**config.mk**
```make
export PLATFORM = sky130hd
export DESIGN_NAME = uart_port
export DESIGN_NICKNAME = d
export VERILOG_FILES = /design/src/rtl/uart_port.sv
export SDC_FILE = /design/constraint.sdc
export NUM_CORES = 1
export LEC_CHECK = 0
export CORE_ASPECT_RATIO = 1.5
export CORE_UTILIZATION = 50
export DETAILED_ROUTE_END_ITERATION = 8
export PLACE_DENSITY = 0.69
export SETUP_SLACK_MARGIN = 0.1
export SYNTH_ARGS = -nofsm -noshare
export SYNTH_HDL_FRONTEND = slang
export SYNTH_SLANG_ARGS = --single-unit
```
**constraint.sdc**
```tcl
create_clock -name clk_i -period 2.8 [get_ports clk_i]
set_clock_uncertainty 0.05 [all_clocks]
set_input_delay 0.28 -clock clk_i [delete_from_list [all_inputs] [get_ports clk_i]]
set_output_delay 0.28 -clock clk_i [all_outputs]
set_load 0.05 [all_outputs]
```
**src/rtl/uart_port.sv**
```systemverilog
// UART responder for the $FE00-$FEFF window: TX FIFO feeding an 8N1 serializer,
// 8N1 deserializer feeding a single RX holding register, CPU-visible DATA/STATUS.
module uart_port #(
    parameter int unsigned DIVISOR  = 234,
    parameter int unsigned TX_DEPTH = 4
) (
    input  logic       clk_i,
    input  logic       rst_i,
    input  logic       cs_i,
    input  logic       R_W_n,
    input  logic [7:0] addr_i,
    input  logic [7:0] data_i,
    output logic [7:0] data_o,
    output logic       uart_tx_o,
    input  logic       uart_rx_i
);

    localparam int unsigned CNT_W = $clog2(DIVISOR);
    localparam int unsigned PTR_W = $clog2(TX_DEPTH);
    localparam int unsigned LVL_W = PTR_W + 1;

    localparam logic [CNT_W-1:0] BIT_LAST  = CNT_W'(DIVISOR - 1);
    localparam logic [CNT_W-1:0] HALF_LAST = CNT_W'(DIVISOR / 2 - 1);
    localparam logic [LVL_W-1:0] LVL_FULL  = LVL_W'(TX_DEPTH);

    typedef enum logic [1:0] {
        ST_IDLE  = 2'd0,
        ST_START = 2'd1,
        ST_DATA  = 2'd2,
        ST_STOP  = 2'd3
    } state_e;

    // Bus access decode
    logic data_wr, stat_wr, data_rd;
    assign data_wr = cs_i & ~R_W_n & (addr_i == 8'h00);
    assign stat_wr = cs_i & ~R_W_n & (addr_i == 8'h01);
    assign data_rd = cs_i &  R_W_n & (addr_i == 8'h00);

    // TX FIFO
    logic [7:0]       fifo_mem_q [TX_DEPTH];
    logic [PTR_W-1:0] wr_ptr_q, rd_ptr_q;
    logic [LVL_W-1:0] level_q, level_d;
    logic             fifo_empty, fifo_full, push, tx_pop;

    assign fifo_empty = (level_q == '0);
    assign fifo_full  = (level_q == LVL_FULL);
    assign push       = data_wr & (~fifo_full | tx_pop);

    always_comb begin
        level_d = level_q;
        case ({push, tx_pop})
            2'b10:   level_d = level_q + LVL_W'(1);
            2'b01:   level_d = level_q - LVL_W'(1);
            default: level_d = level_q;
        endcase
    end

    always_ff @(posedge clk_i) begin
        if (push) fifo_mem_q[wr_ptr_q] <= data_i;
    end

    always_ff @(posedge clk_i or posedge rst_i) begin
        if (rst_i) begin
            wr_ptr_q <= '0;
            rd_ptr_q <= '0;
            level_q  <= '0;
        end else begin
            if (push)   wr_ptr_q <= wr_ptr_q + PTR_W'(1);
            if (tx_pop) rd_ptr_q <= rd_ptr_q + PTR_W'(1);
            level_q <= level_d;
        end
    end

    // TX serializer
    state_e           tx_state_q, tx_state_d;
    logic [CNT_W-1:0] tx_cnt_q, tx_cnt_d;
    logic [2:0]       tx_bit_q, tx_bit_d;
    logic [7:0]       tx_shift_q, tx_shift_d;
    logic             tx_q, tx_line_d, tx_tick;

    assign tx_tick = (tx_cnt_q == BIT_LAST);

    always_ff @(posedge clk_i or posedge rst_i) begin
        if (rst_i) tx_state_q <= ST_IDLE;
        else       tx_state_q <= tx_state_d;
    end

    always_comb begin
        tx_state_d = tx_state_q;
        case (tx_state_q)
            ST_IDLE:  if (!fifo_empty) tx_state_d = ST_START;
            ST_START: if (tx_tick) tx_state_d = ST_DATA;
            ST_DATA:  if (tx_tick && tx_bit_q == 3'd7) tx_state_d = ST_STOP;
            ST_STOP:  if (tx_tick) tx_state_d = fifo_empty ? ST_IDLE : ST_START;
            default:  tx_state_d = ST_IDLE;
        endcase
    end

    always_comb begin
        tx_pop     = 1'b0;
        tx_cnt_d   = tx_cnt_q + CNT_W'(1);
        tx_bit_d   = tx_bit_q;
        tx_shift_d = tx_shift_q;
        tx_line_d  = 1'b1;
        case (tx_state_q)
            ST_IDLE: begin
                tx_cnt_d = '0;
                if (!fifo_empty) begin
                    tx_pop     = 1'b1;
                    tx_shift_d = fifo_mem_q[rd_ptr_q];
                end
            end
            ST_START: begin
                tx_line_d = 1'b0;
                if (tx_tick) begin
                    tx_cnt_d = '0;
                    tx_bit_d = '0;
                end
            end
            ST_DATA: begin
                tx_line_d = tx_shift_q[0];
                if (tx_tick) begin
                    tx_cnt_d   = '0;
                    tx_bit_d   = tx_bit_q + 3'd1;
                    tx_shift_d = {1'b0, tx_shift_q[7:1]};
                end
            end
            ST_STOP: begin
                if (tx_tick) begin
                    tx_cnt_d = '0;
                    if (!fifo_empty) begin
                        tx_pop     = 1'b1;
                        tx_shift_d = fifo_mem_q[rd_ptr_q];
                    end
                end
            end
            default: tx_cnt_d = '0;
        endcase
    end

    always_ff @(posedge clk_i or posedge rst_i) begin
        if (rst_i) begin
            tx_cnt_q   <= '0;
            tx_bit_q   <= '0;
            tx_shift_q <= '0;
            tx_q       <= 1'b1;
        end else begin
            tx_cnt_q   <= tx_cnt_d;
            tx_bit_q   <= tx_bit_d;
            tx_shift_q <= tx_shift_d;
            tx_q       <= tx_line_d;
        end
    end

    assign uart_tx_o = tx_q;

    // RX synchronizer and deserializer
    logic             rx_meta_q, rx_sync_q, rx_prev_q, rx_fall;
    state_e           rx_state_q, rx_state_d;
    logic [CNT_W-1:0] rx_cnt_q, rx_cnt_d;
    logic [2:0]       rx_bit_q, rx_bit_d;
    logic [7:0]       rx_shift_q, rx_shift_d;
    logic             rx_tick, rx_half, rx_done_ok, rx_done_err;

    assign rx_fall = rx_prev_q & ~rx_sync_q;
    assign rx_tick = (rx_cnt_q == BIT_LAST);
    assign rx_half = (rx_cnt_q == HALF_LAST);

    always_ff @(posedge clk_i or posedge rst_i) begin
        if (rst_i) rx_state_q <= ST_IDLE;
        else       rx_state_q <= rx_state_d;
    end

    always_comb begin
        rx_state_d = rx_state_q;
        case (rx_state_q)
            ST_IDLE:  if (rx_fall) rx_state_d = ST_START;
            ST_START: if (rx_half) rx_state_d = rx_sync_q ? ST_IDLE : ST_DATA;
            ST_DATA:  if (rx_tick && rx_bit_q == 3'd7) rx_state_d = ST_STOP;
            ST_STOP:  if (rx_tick) rx_state_d = ST_IDLE;
            default:  rx_state_d = ST_IDLE;
        endcase
    end

    always_comb begin
        rx_cnt_d    = rx_cnt_q + CNT_W'(1);
        rx_bit_d    = rx_bit_q;
        rx_shift_d  = rx_shift_q;
        rx_done_ok  = 1'b0;
        rx_done_err = 1'b0;
        case (rx_state_q)
            ST_IDLE: begin
                rx_cnt_d = '0;
                rx_bit_d = '0;
            end
            ST_START: if (rx_half) rx_cnt_d = '0;
            ST_DATA: begin
                if (rx_tick) begin
                    rx_cnt_d   = '0;
                    rx_bit_d   = rx_bit_q + 3'd1;
                    rx_shift_d = {rx_sync_q, rx_shift_q[7:1]};
                end
            end
            ST_STOP: begin
                if (rx_tick) begin
                    rx_cnt_d    = '0;
                    rx_done_ok  = rx_sync_q;
                    rx_done_err = ~rx_sync_q;
                end
            end
            default: rx_cnt_d = '0;
        endcase
    end

    // Holding register and flags; a flag-setting event beats a STATUS write
    logic [7:0] rx_data_q, rx_data_d;
    logic       rx_valid_q, rx_valid_d, rx_ovr_q, rx_ovr_d, frame_err_q, frame_err_d;

    always_comb begin
        rx_data_d   = rx_data_q;
        rx_valid_d  = rx_valid_q;
        rx_ovr_d    = rx_ovr_q;
        frame_err_d = frame_err_q;
        if (stat_wr) begin
            rx_ovr_d    = 1'b0;
            frame_err_d = 1'b0;
        end
        if (data_rd) rx_valid_d = 1'b0;
        if (rx_done_ok) begin
            rx_data_d  = rx_shift_q;
            rx_valid_d = 1'b1;
            if (rx_valid_q && !data_rd) rx_ovr_d = 1'b1;
        end
        if (rx_done_err) frame_err_d = 1'b1;
    end

    always_ff @(posedge clk_i or posedge rst_i) begin
        if (rst_i) begin
            rx_meta_q   <= 1'b1;
            rx_sync_q   <= 1'b1;
            rx_prev_q   <= 1'b1;
            rx_cnt_q    <= '0;
            rx_bit_q    <= '0;
            rx_shift_q  <= '0;
            rx_data_q   <= '0;
            rx_valid_q  <= 1'b0;
            rx_ovr_q    <= 1'b0;
            frame_err_q <= 1'b0;
        end else begin
            rx_meta_q   <= uart_rx_i;
            rx_sync_q   <= rx_meta_q;
            rx_prev_q   <= rx_sync_q;
            rx_cnt_q    <= rx_cnt_d;
            rx_bit_q    <= rx_bit_d;
            rx_shift_q  <= rx_shift_d;
            rx_data_q   <= rx_data_d;
            rx_valid_q  <= rx_valid_d;
            rx_ovr_q    <= rx_ovr_d;
            frame_err_q <= frame_err_d;
        end
    end

    // CPU read mux
    logic       tx_idle;
    logic [7:0] status;
    assign tx_idle = fifo_empty & (tx_state_q == ST_IDLE);
    assign status  = {3'b000, frame_err_q, rx_ovr_q, tx_idle, fifo_full, rx_valid_q};

    always_comb begin
        data_o = 8'h00;
        if (cs_i) begin
            case (addr_i)
                8'h00:   data_o = rx_data_q;
                8'h01:   data_o = status;
                default: data_o = 8'h00;
            endcase
        end
    end

endmodule

```
==> impl_metrics.csv, run 1 <==
group,metric,value,unit
clocking,cts_tree,"built",
sta,final.min_clock_period,2.52,ns
detailed_routing,viasPerCell,5.55,
place,port_buffers,29,
place,hpwl,5.59,mm
floorplanning,die_h,119,µm
finish,finalInstanceArea,5450,µm²
grt,grt_util_all_layers,19.5,%
grt,grt_overflow,0,
sta,rsz0062_at_grt,"false",
grt,grt_max_degree,65,
sta,slew_headroom,61.7,%
sta,worst_pin_slew,0.575,ns
floorplanning,initial_core_util,51.7,%
synthesis,synth_area_leaders,"dfrtp_1 (33%), edfxtp_1 (21%), ha_1 (5.5%)",
detailed_routing,drt-total-wl,8.06,mm
sta,min_period_over_period,90.2,%
sta,tns,0,ns
clocking,cts_resized,0,
grt,grt_use_met2,32.9,%
clocking,htreeDepth,3,
clocking,clock-sinks,96,
detailed_routing,dr_total_vias,2767,
synthesis,synth.top_cell.area_share,32.7,%
worst_setup_path,critical_path_required,3.02,ns
grt,grtUsageMet1,24.0,%
power,leakagePower,0.00230,µW
place,placed_cell_area,5130,µm²
detailed_routing,drt_first_iter_violations,127,
grt,busiest_layer,"met2",
sta,fmax,396,MHz
floorplanning,fp.dieArea,9570,µm²
floorplanning,core_area,8880,µm²
grt,antenna_found_initial,0,
synthesis,synth_edf_count,32,
place,place_ws,0.193,ns
detailed_routing,drc,0,
clocking,clk_pin_slew,0.07,ns
sta,setup_slack,0.276,ns
finish,layout_common_cells,"dfrtp_1 (60), edfxtp_1 (32), nor2_1 (22), mux2_2 (21), clkdlybuf4s50_1 (21)",
min_path,hold_path.class,"in2async",
synthesis,ys_ff_latch,96,
floorplanning,die_w,80.2,µm
grt,grt_pass1_wl,14.1,mm
worst_setup_path,worstPathArrival,2.74,ns
status,outcome,"complete, no violations",
synthesis,ys_types,58,
clocking,cts-hold-fix-buffers,0,
sta,setup-violations-final,0,
synthesis,syn_area_per_cell,13.3,µm²
finish,layout_commonest_cell,"dfrtp_1",
synthesis,syn-instance-count,344,
worst_setup_path,ff2ff_setup_slack,0.28,ns
synthesis,synth_top_area_cell,"dfrtp_1",
place,gp_congestion,0.777,
synthesis,ys_warn_count,0,
worst_setup_path,crit_start,"tx_cnt_q[2]",
sta,slew_violations,0,
finish,n_fill_cell,692,
finish,antenna_cells,0,
worst_setup_path,cp-start-kind,"flop",
grt,grt_pass1_vias,2912,
detailed_routing,post_drt_wl_per_cell,16.2,µm
power,ir_drop,0.526,mV
worst_setup_path,worst-path-max-fanout,5,
synthesis,syn_nets,386,
worst_setup_path,worstSetupPathType,"reg2reg",
synthesis,synthArstFlopShare,66.7,%
finish,syn_to_final_growth,18.8,%
finish,nNetsFinal,426,
power,powerDensity,810,nW/µm²
synthesis,synth_area,4590,µm²
worst_setup_path,crit_path_end_kind,"flop",
clocking,cts_made_buffers,9,
detailed_routing,ant_nets,0,
synthesis,yosysSeqAreaShare,55.9,%
worst_setup_path,rr_startpoint,"tx_cnt_q[2]",
synthesis,synthFlopType,"dfrtp_1",
clocking,cts_buffer_depth,2,
sta,hold_viol_final,0,
finish,layout-drive-gt1-share,24.7,%
floorplanning,rows,42,
sta,timing.hold.ws,0.270,ns
run,maxCapViolCount,0,
grt,grt_util_met3,3.83,%
clocking,insertion_delay,0.35,ns
floorplanning,io_pins,30,
clocking,post_cts_buffers,0,
detailed_routing,first_pass_iters,4,
power,total_power,4420,µW
clocking,cts_root_buf,"clkbuf_16",
-- layer usage --
layer | wire length (µm) | part of all wire [%] | vias up
met3 | 224 | 2.8 | 13
met1 | 3420 | 42 | 1368
met4 | 155 | 1.9 | 0
met2 | 4260 | 53 | 44
met5 | 0 | 0 | -
li1 | - | - | 1342
-- through the flow --
stage	std cells	util (%)
4_1_cts	499	61.4
3_5_place_dp	483	57.8
6_report	499	61.4
5_1_grt	499	61.4
2_1_floorplan	344	-
3_3_place_gp	483	57.8
-- Yosys cell counts, types with 2 or more instances --
master	instances
nor3b_1	5
mux2_2	21
inv_1	15
a31oi_1	2
or3_1	3
buf_6	2
a31o_2	2
nor4_2	2
nand4_1	6
nand2b_1	2
a21oi_1	5
nand3_1	8
xnor2_1	4
a32o_1	4
a22oi_1	4
a32oi_1	2
ha_1	20
dfstp_2	4
mux2_4	8
and2_1	3
xor2_1	12
edfxtp_1	32
nor2b_1	8
and3_1	7
clkbuf_1	7
dfrtp_1	60
nor3_1	4
nand2_1	17
buf_4	2
nor2_1	22
o21ai_0	7
nand4b_1	2
nand4_4	2
mux2i_1	7
or2_2	2
nor4_1	2
mux4_2	8
-- critical path, stage by stage, from the launching register on --
cell and delay, ns:
dfrtp_1 0.42, nand4b_1 0.32, o21ba_2 0.31, nor3_1 0.27, ha_1 0.25, inv_1 0.06
fa_1 0.37, xor2_1 0.15, nor2_1 0.11, xor2_1 0.15
-- final cells by class --
cell class	count	area, µm²	share of cell area (%)
clock buffer	9	225	4.13
timing repair buffer	41	473	8.67
clock inverter	7	95.1	1.74
sequential	96	2570	47.1
inverter	16	60.1	1.10
multi-input combinational	220	1900	34.8
tap	110	138	2.52
-- flip-flops by register name (all words and copies together), names as in the netlist, 2 cells and up, named ones only --
register    count
fifo_mem_q     32
rx_cnt_q        8
rx_data_q       8
rx_shift_q      8
tx_cnt_q        8
tx_shift_q      8
level_q         3
rx_bit_q        3
tx_bit_q        3
rd_ptr_q        2
tx_state_q      2
wr_ptr_q        2
-- power by group --
| part | switching (µW) | total (µW) | internal, µW |
|---|---|---|---|
| sequential | 231 | 1880 | 1650 |
| combinational | 605 | 1240 | 639 |
| clock | 571 | 1290 | 720 |
-- path summary, 6_finish.rpt --
| kind | to | cells past startpoint |
|---|---|---|
| setup reg to reg | level_q[2] | 9 |
| hold / removal | tx_cnt_q[4] | 3 |
| min in group clk_i | rx_meta_q | 1 |
| hold reg to reg | rx_sync_q | 0 |
| max in group asynchronous | rx_prev_q | 3 |
| setup / recovery | level_q[2] | 9 |
-- logic make-up after synthesis --
kind of cell	share of synthesized area (%)
xor gates and xnor gates	3.05
adders and majority gates	5.89
buffers and inverters	2.81
muxes	13.2
AOI/OAI and AO/OA	5.73
and+or+nand+nor	13.4
DFF	55.9
Power figures use the tool's default switching activity.
==> inputs of run 2 (changes only) <==
--- a/config.mk
+++ b/config.mk
@@ -5,7 +5,6 @@
 export SDC_FILE = /design/constraint.sdc
 export NUM_CORES = 1
 export LEC_CHECK = 0
-export CORE_ASPECT_RATIO = 1.5
 export CORE_UTILIZATION = 50
 export DETAILED_ROUTE_END_ITERATION = 8
 export PLACE_DENSITY = 0.69
==> impl_metrics.csv, run 2 (synthesis results as in run 1) <==
group,metric,value,unit
detailed_routing,drt-total-wl,7.88,mm
place,place_ws,0.228,ns
floorplanning,rows,34,
worst_setup_path,cp-start-kind,"flop",
clocking,cts_buffer_depth,2,
status,violations,"DRC",
finish,layout-drive-gt1-share,24.7,%
finish,largest_reg_flops,32,
detailed_routing,post_drt_wl_per_cell,15.9,µm
floorplanning,fp.dieArea,9570,µm²
floorplanning,initial_core_util,52.1,%
sta,setup-violations-final,0,
worst_setup_path,worst-path-max-fanout,6,
worst_setup_path,rr_endpoint,"level_q[2]",
grt,grt_overflow,0,
floorplanning,die_w,97.8,µm
floorplanning,die_h,97.8,µm
sta,worst_pin_slew,0.631,ns
min_path,hold_path.class,"in2async",
detailed_routing,drt_first_iter_violations,110,
floorplanning,core_area,8810,µm²
detailed_routing,viasPerCell,5.57,
place,hpwl,5.37,mm
worst_setup_path,critical_path_required,3.04,ns
worst_setup_path,worstSetupPathType,"reg2reg",
sta,final.min_clock_period,2.51,ns
finish,antenna_cells,0,
sta,slew_violations,0,
power,ir_drop,0.356,mV
power,powerDensity,765,nW/µm²
floorplanning,io_pins,30,
sta,min_period_over_period,89.5,%
worst_setup_path,reg2reg_depth,11,
clocking,cts-hold-fix-buffers,0,
finish,top_register,"fifo_mem_q",
run,maxCapViolCount,0,
sta,hold_viol_final,0,
clocking,htreeDepth,3,
detailed_routing,first_pass_iters,6,
place,port_buffers,29,
clocking,cts_made_buffers,9,
grt,grt_max_degree,65,
worst_setup_path,crit_path_end_kind,"flop",
clocking,clk_pin_slew,0.10,ns
worst_setup_path,critPathCapture,"level_q[2]",
sta,rsz0062_at_grt,"false",
sta,tns,0,ns
grt,grt_pass1_vias,2795,
clocking,cts_root_buf,"clkbuf_8",
grt,antenna_found_initial,0,
finish,syn_to_final_growth,16.4,%
finish,layout_common_cells,"dfrtp_1 (60), edfxtp_1 (32), nor2_1 (22), mux2_2 (21), clkdlybuf4s50_1 (21)",
worst_setup_path,rr_startpoint,"tx_state_q[0]",
worst_setup_path,ff2ff_setup_slack,0.29,ns
sta,fmax,399,MHz
clocking,clock-sinks,96,
grt,grt_util_all_layers,18.2,%
sta,setup_slack,0.295,ns
finish,nNetsFinal,426,
detailed_routing,ant_nets,0,
place,gp_congestion,0.766,
finish,layout_commonest_cell,"dfrtp_1",
status,outcome,"finished with violations",
worst_setup_path,crit_start,"tx_state_q[0]",
sta,slew_headroom,57.9,%
grt,grt_pass1_wl,13.7,mm
finish,n_fill_cell,689,
clocking,cts_tree,"built",
finish,final_core_util,60.7,%
clocking,insertion_delay,0.37,ns
detailed_routing,drc,2,
detailed_routing,dr_total_vias,2767,
worst_setup_path,worstPathArrival,2.74,ns
power,leakagePower,0.00225,µW
## run 2: changes by cell type in the layout (fill, tap and decap cells not counted)
cell        change
clkinv_8        -1
nor3_1          -1
clkbuf_8        +9
ha_2            -1
ha_1            +1
clkinvlp_4      +1
clkbuf_16       -9
nor3_2          +1
## run 2: worst min path at each step
stage                   endpoint  slack [ns]
global route           rx_meta_q        0.27
finish              rx_data_q[7]        0.25
CTS                 rx_data_q[7]        0.25
floorplan              rx_meta_q        0.23
global placement       rx_sync_q        0.30
detailed placement     rx_sync_q        0.30
## run 2: cell type report
| class | instances | area, µm² | share of cell area, % |
|---|---|---|---|
| tap | 108 | 135 | 2.53 |
| sequential | 96 | 2570 | 48.0 |
| timing repair buffer | 41 | 473 | 8.85 |
| clock buffer | 9 | 124 | 2.32 |
| inverter | 16 | 60.1 | 1.12 |
| multi-input combinational | 220 | 1900 | 35.5 |
| clock inverter | 7 | 86.3 | 1.62 |
## run 2: per-stage QoR
step,cell area [µm²],std cells,power [µW],hold slack (ns)
after global routing,5340,497,4360,0.268
after global placement,5130,481,3110,0.295
after detailed placement,5130,481,3170,0.298
final,5340,497,4090,0.247
after floorplan,4590,344,2860,0.234
after CTS,5340,497,4120,0.251
## run 2: power breakdown
group | switching, µW | leakage [µW] | internal, µW
sequential | 235 | 0.00111 | 1650
combinational | 612 | 0.00104 | 637
clock | 516 | 0.000104 | 433
## run 2: metal layers
metal | global-route usage [%] | vias up | wire length (µm)
li1 | - | 1337 | -
met1 | 24.6 | 1391 | 3700
met2 | 29.4 | 28 | 3880
met3 | 4.58 | 11 | 194
met4 | 4.90 | 0 | 107
met5 | 0 | - | 0
## run 2: critical path, cell delays in order (launching register included)
cell and delay, ns:
dfrtp_1 0.41, inv_1 0.12, ha_1 0.29, o21bai_1 0.24, a21oi_1 0.20, or2_1 0.13, ha_1 0.17, inv_1 0.06
fa_1 0.37, xor2_1 0.15, nor2_1 0.11, xor2_1 0.14
## run 2: what timing repair did
action                                  in CTS  in global routing
endpoints found under the setup margin       0                  1
buffers inserted                             0                  0
gates resized for setup                      0                  1
==> inputs of run 3 (changes only) <==
--- a/config.mk
+++ b/config.mk
@@ -5,9 +5,10 @@
 export SDC_FILE = /design/constraint.sdc
 export NUM_CORES = 1
 export LEC_CHECK = 0
-export CORE_UTILIZATION = 50
+export CORE_UTILIZATION = 25
+export CTS_CLUSTER_SIZE = 28
 export DETAILED_ROUTE_END_ITERATION = 8
-export PLACE_DENSITY = 0.69
+export PLACE_DENSITY = 0.4
 export SETUP_SLACK_MARGIN = 0.1
 export SYNTH_ARGS = -nofsm -noshare
 export SYNTH_HDL_FRONTEND = slang
==> impl_metrics.csv, run 3 (synthesis results as in run 1) <==
group,metric,value,unit
status,outcome,"complete, no violations",
sta,hold_viol_final,0,
clocking,htreeDepth,3,
clocking,clock-sinks,96,
sta,slew_violations,0,
clocking,cts_buffer_depth,2,
finish,layout_commonest_cell,"dfrtp_1",
worst_setup_path,rr_endpoint,"level_q[1]",
floorplanning,rows,49,
worst_setup_path,worstSetupPathType,"in2out",
clocking,cts_made_buffers,9,
clocking,cts-hold-fix-buffers,0,
worst_setup_path,worstPathArrival,2.10,ns
floorplanning,die_w,137,µm
grt,grt_pass1_wl,15.5,mm
detailed_routing,drc,0,
power,powerDensity,788,nW/µm²
clocking,post_cts_buffers,0,
finish,nNetsFinal,429,
detailed_routing,dr_total_vias,2768,
sta,worst_pin_slew,0.547,ns
detailed_routing,maxUsedRoutingLayer,"met4",
detailed_routing,met3WireLength,263,µm
sta,setup_slack,0.366,ns
place,hpwl,6.25,mm
sta,tns,0,ns
finish,layout-drive-gt1-share,25.3,%
grt,grt_util_all_layers,11.0,%
floorplanning,die_h,137,µm
finish,syn_to_final_growth,22.3,%
worst_setup_path,rr_startpoint,"tx_state_q[0]",
floorplanning,initial_core_util,25.5,%
sta,min_period_over_period,86.9,%
finish,layout_common_cells,"dfrtp_1 (60), edfxtp_1 (32), nor2_1 (22), mux2_2 (21), clkdlybuf4s50_1 (21)",
sta,rsz0062_at_grt,"false",
worst_setup_path,worst-path-max-fanout,6,
sta,final.min_clock_period,2.43,ns
worst_setup_path,cp-start-kind,"primary input",
grt,grt_max_degree,65,
power,total_power,4420,µW
power,leakagePower,0.00230,µW
floorplanning,fp.dieArea,18900,µm²
finish,antenna_cells,0,
place,gp_congestion,0.732,
place,placed_cell_area,5300,µm²
detailed_routing,dr_wl_met2,4.33,mm
floorplanning,core_area,18000,µm²
clocking,clk_pin_slew,0.07,ns
worst_setup_path,ff2ff_setup_slack,0.37,ns
finish,largest_reg_flops,32,
clocking,cts_tree,"built",
sta,setup-violations-final,0,
detailed_routing,drt_first_iter_violations,131,
grt,grt_pass1_vias,2950,
detailed_routing,post_drt_wl_per_cell,14.5,µm
place,port_buffers,29,
place,place_ws,0.201,ns
detailed_routing,viasPerCell,4.46,
worst_setup_path,critical_path_required,2.47,ns
floorplanning,io_pins,30,
finish,top_register,"fifo_mem_q",
clocking,cts_root_buf,"clkbuf_16",
sta,fmax,411,MHz
finish,final_core_util,31.3,%
clocking,cts_resized,0,
sta,slew_headroom,63.5,%
grt,antenna_found_initial,0,
worst_setup_path,reg2reg_depth,9,
worst_setup_path,crit_path_end_kind,"primary output",
power,ir_drop,0.301,mV
min_path,hold_path.class,"in2async",
detailed_routing,drt-total-wl,9.03,mm
run,maxCapViolCount,0,
grt,grt_overflow,0,
detailed_routing,ant_nets,0,
detailed_routing,route.layer.met1.wl,4.28,mm
finish,finalInstanceArea,5610,µm²
clocking,insertion_delay,0.34,ns
detailed_routing,first_pass_iters,4,
==> run 3: changes by cell type in the layout (fill, tap and decap cells not counted), sizes merged <==
cell	previous run	this run
clkbuf	9	10
buf	20	23
inv	20	19
==> run 3: cell type report <==
cell class / instances / area, µm²
multi-input combinational: 220 / 1900
timing repair buffer: 44 / 495
clock inverter: 6 / 75.1
sequential: 96 / 2570
inverter: 16 / 60.1
tap: 229 / 287
clock buffer: 10 / 229
fill: 1797 / 12300
==> run 3: worst max-delay path by stage <==
stage	from	endpoint	slack, ns	depth (start not counted)
after global placement	addr_i[1]	level_q[2]	0.23	11
after global routing	tx_state_q[1]	level_q[2]	0.11	11
final	addr_i[5]	data_o[2]	0.37	7
after floorplan	tx_state_q[0]	level_q[2]	0.36	11
after CTS	tx_state_q[1]	level_q[2]	0.24	10
after detailed placement	addr_i[1]	level_q[2]	0.20	11
==> run 3: metrics by stage <==
stage / hold slack [ns] / instances
2_1_floorplan: 0.234 / 344
3_3_place_gp: 0.295 / 605
3_5_place_dp: 0.298 / 605
4_1_cts: 0.272 / 621
5_1_grt: 0.273 / 621
6_report: 0.276 / 621
==> run 3: worst max-delay path, cell delays in order <==
cell and delay [ns]:
clkdlybuf4s50_1 0.41, nor4_2 0.30, buf_4 0.19, and3_1 0.32, a32oi_1 0.17, nor2b_1 0.25, buf_12 0.17
==> run 3: metal layers <==
| metal | global-route usage (%) | vias up |
|---|---|---|
| met2 | 17.1 | 42 |
| met1 | 14.5 | 1362 |
| met4 | 4.21 | 0 |
| met3 | 2.83 | 14 |
| li1 | - | 1350 |
| met5 | 0 | - |
==> run 3: report_power, final <==
group	leakage, µW	switching [µW]	internal (µW)
Combinational	0.00105	620	652
Sequential	0.00111	231	1650
Clock	0.000146	558	708
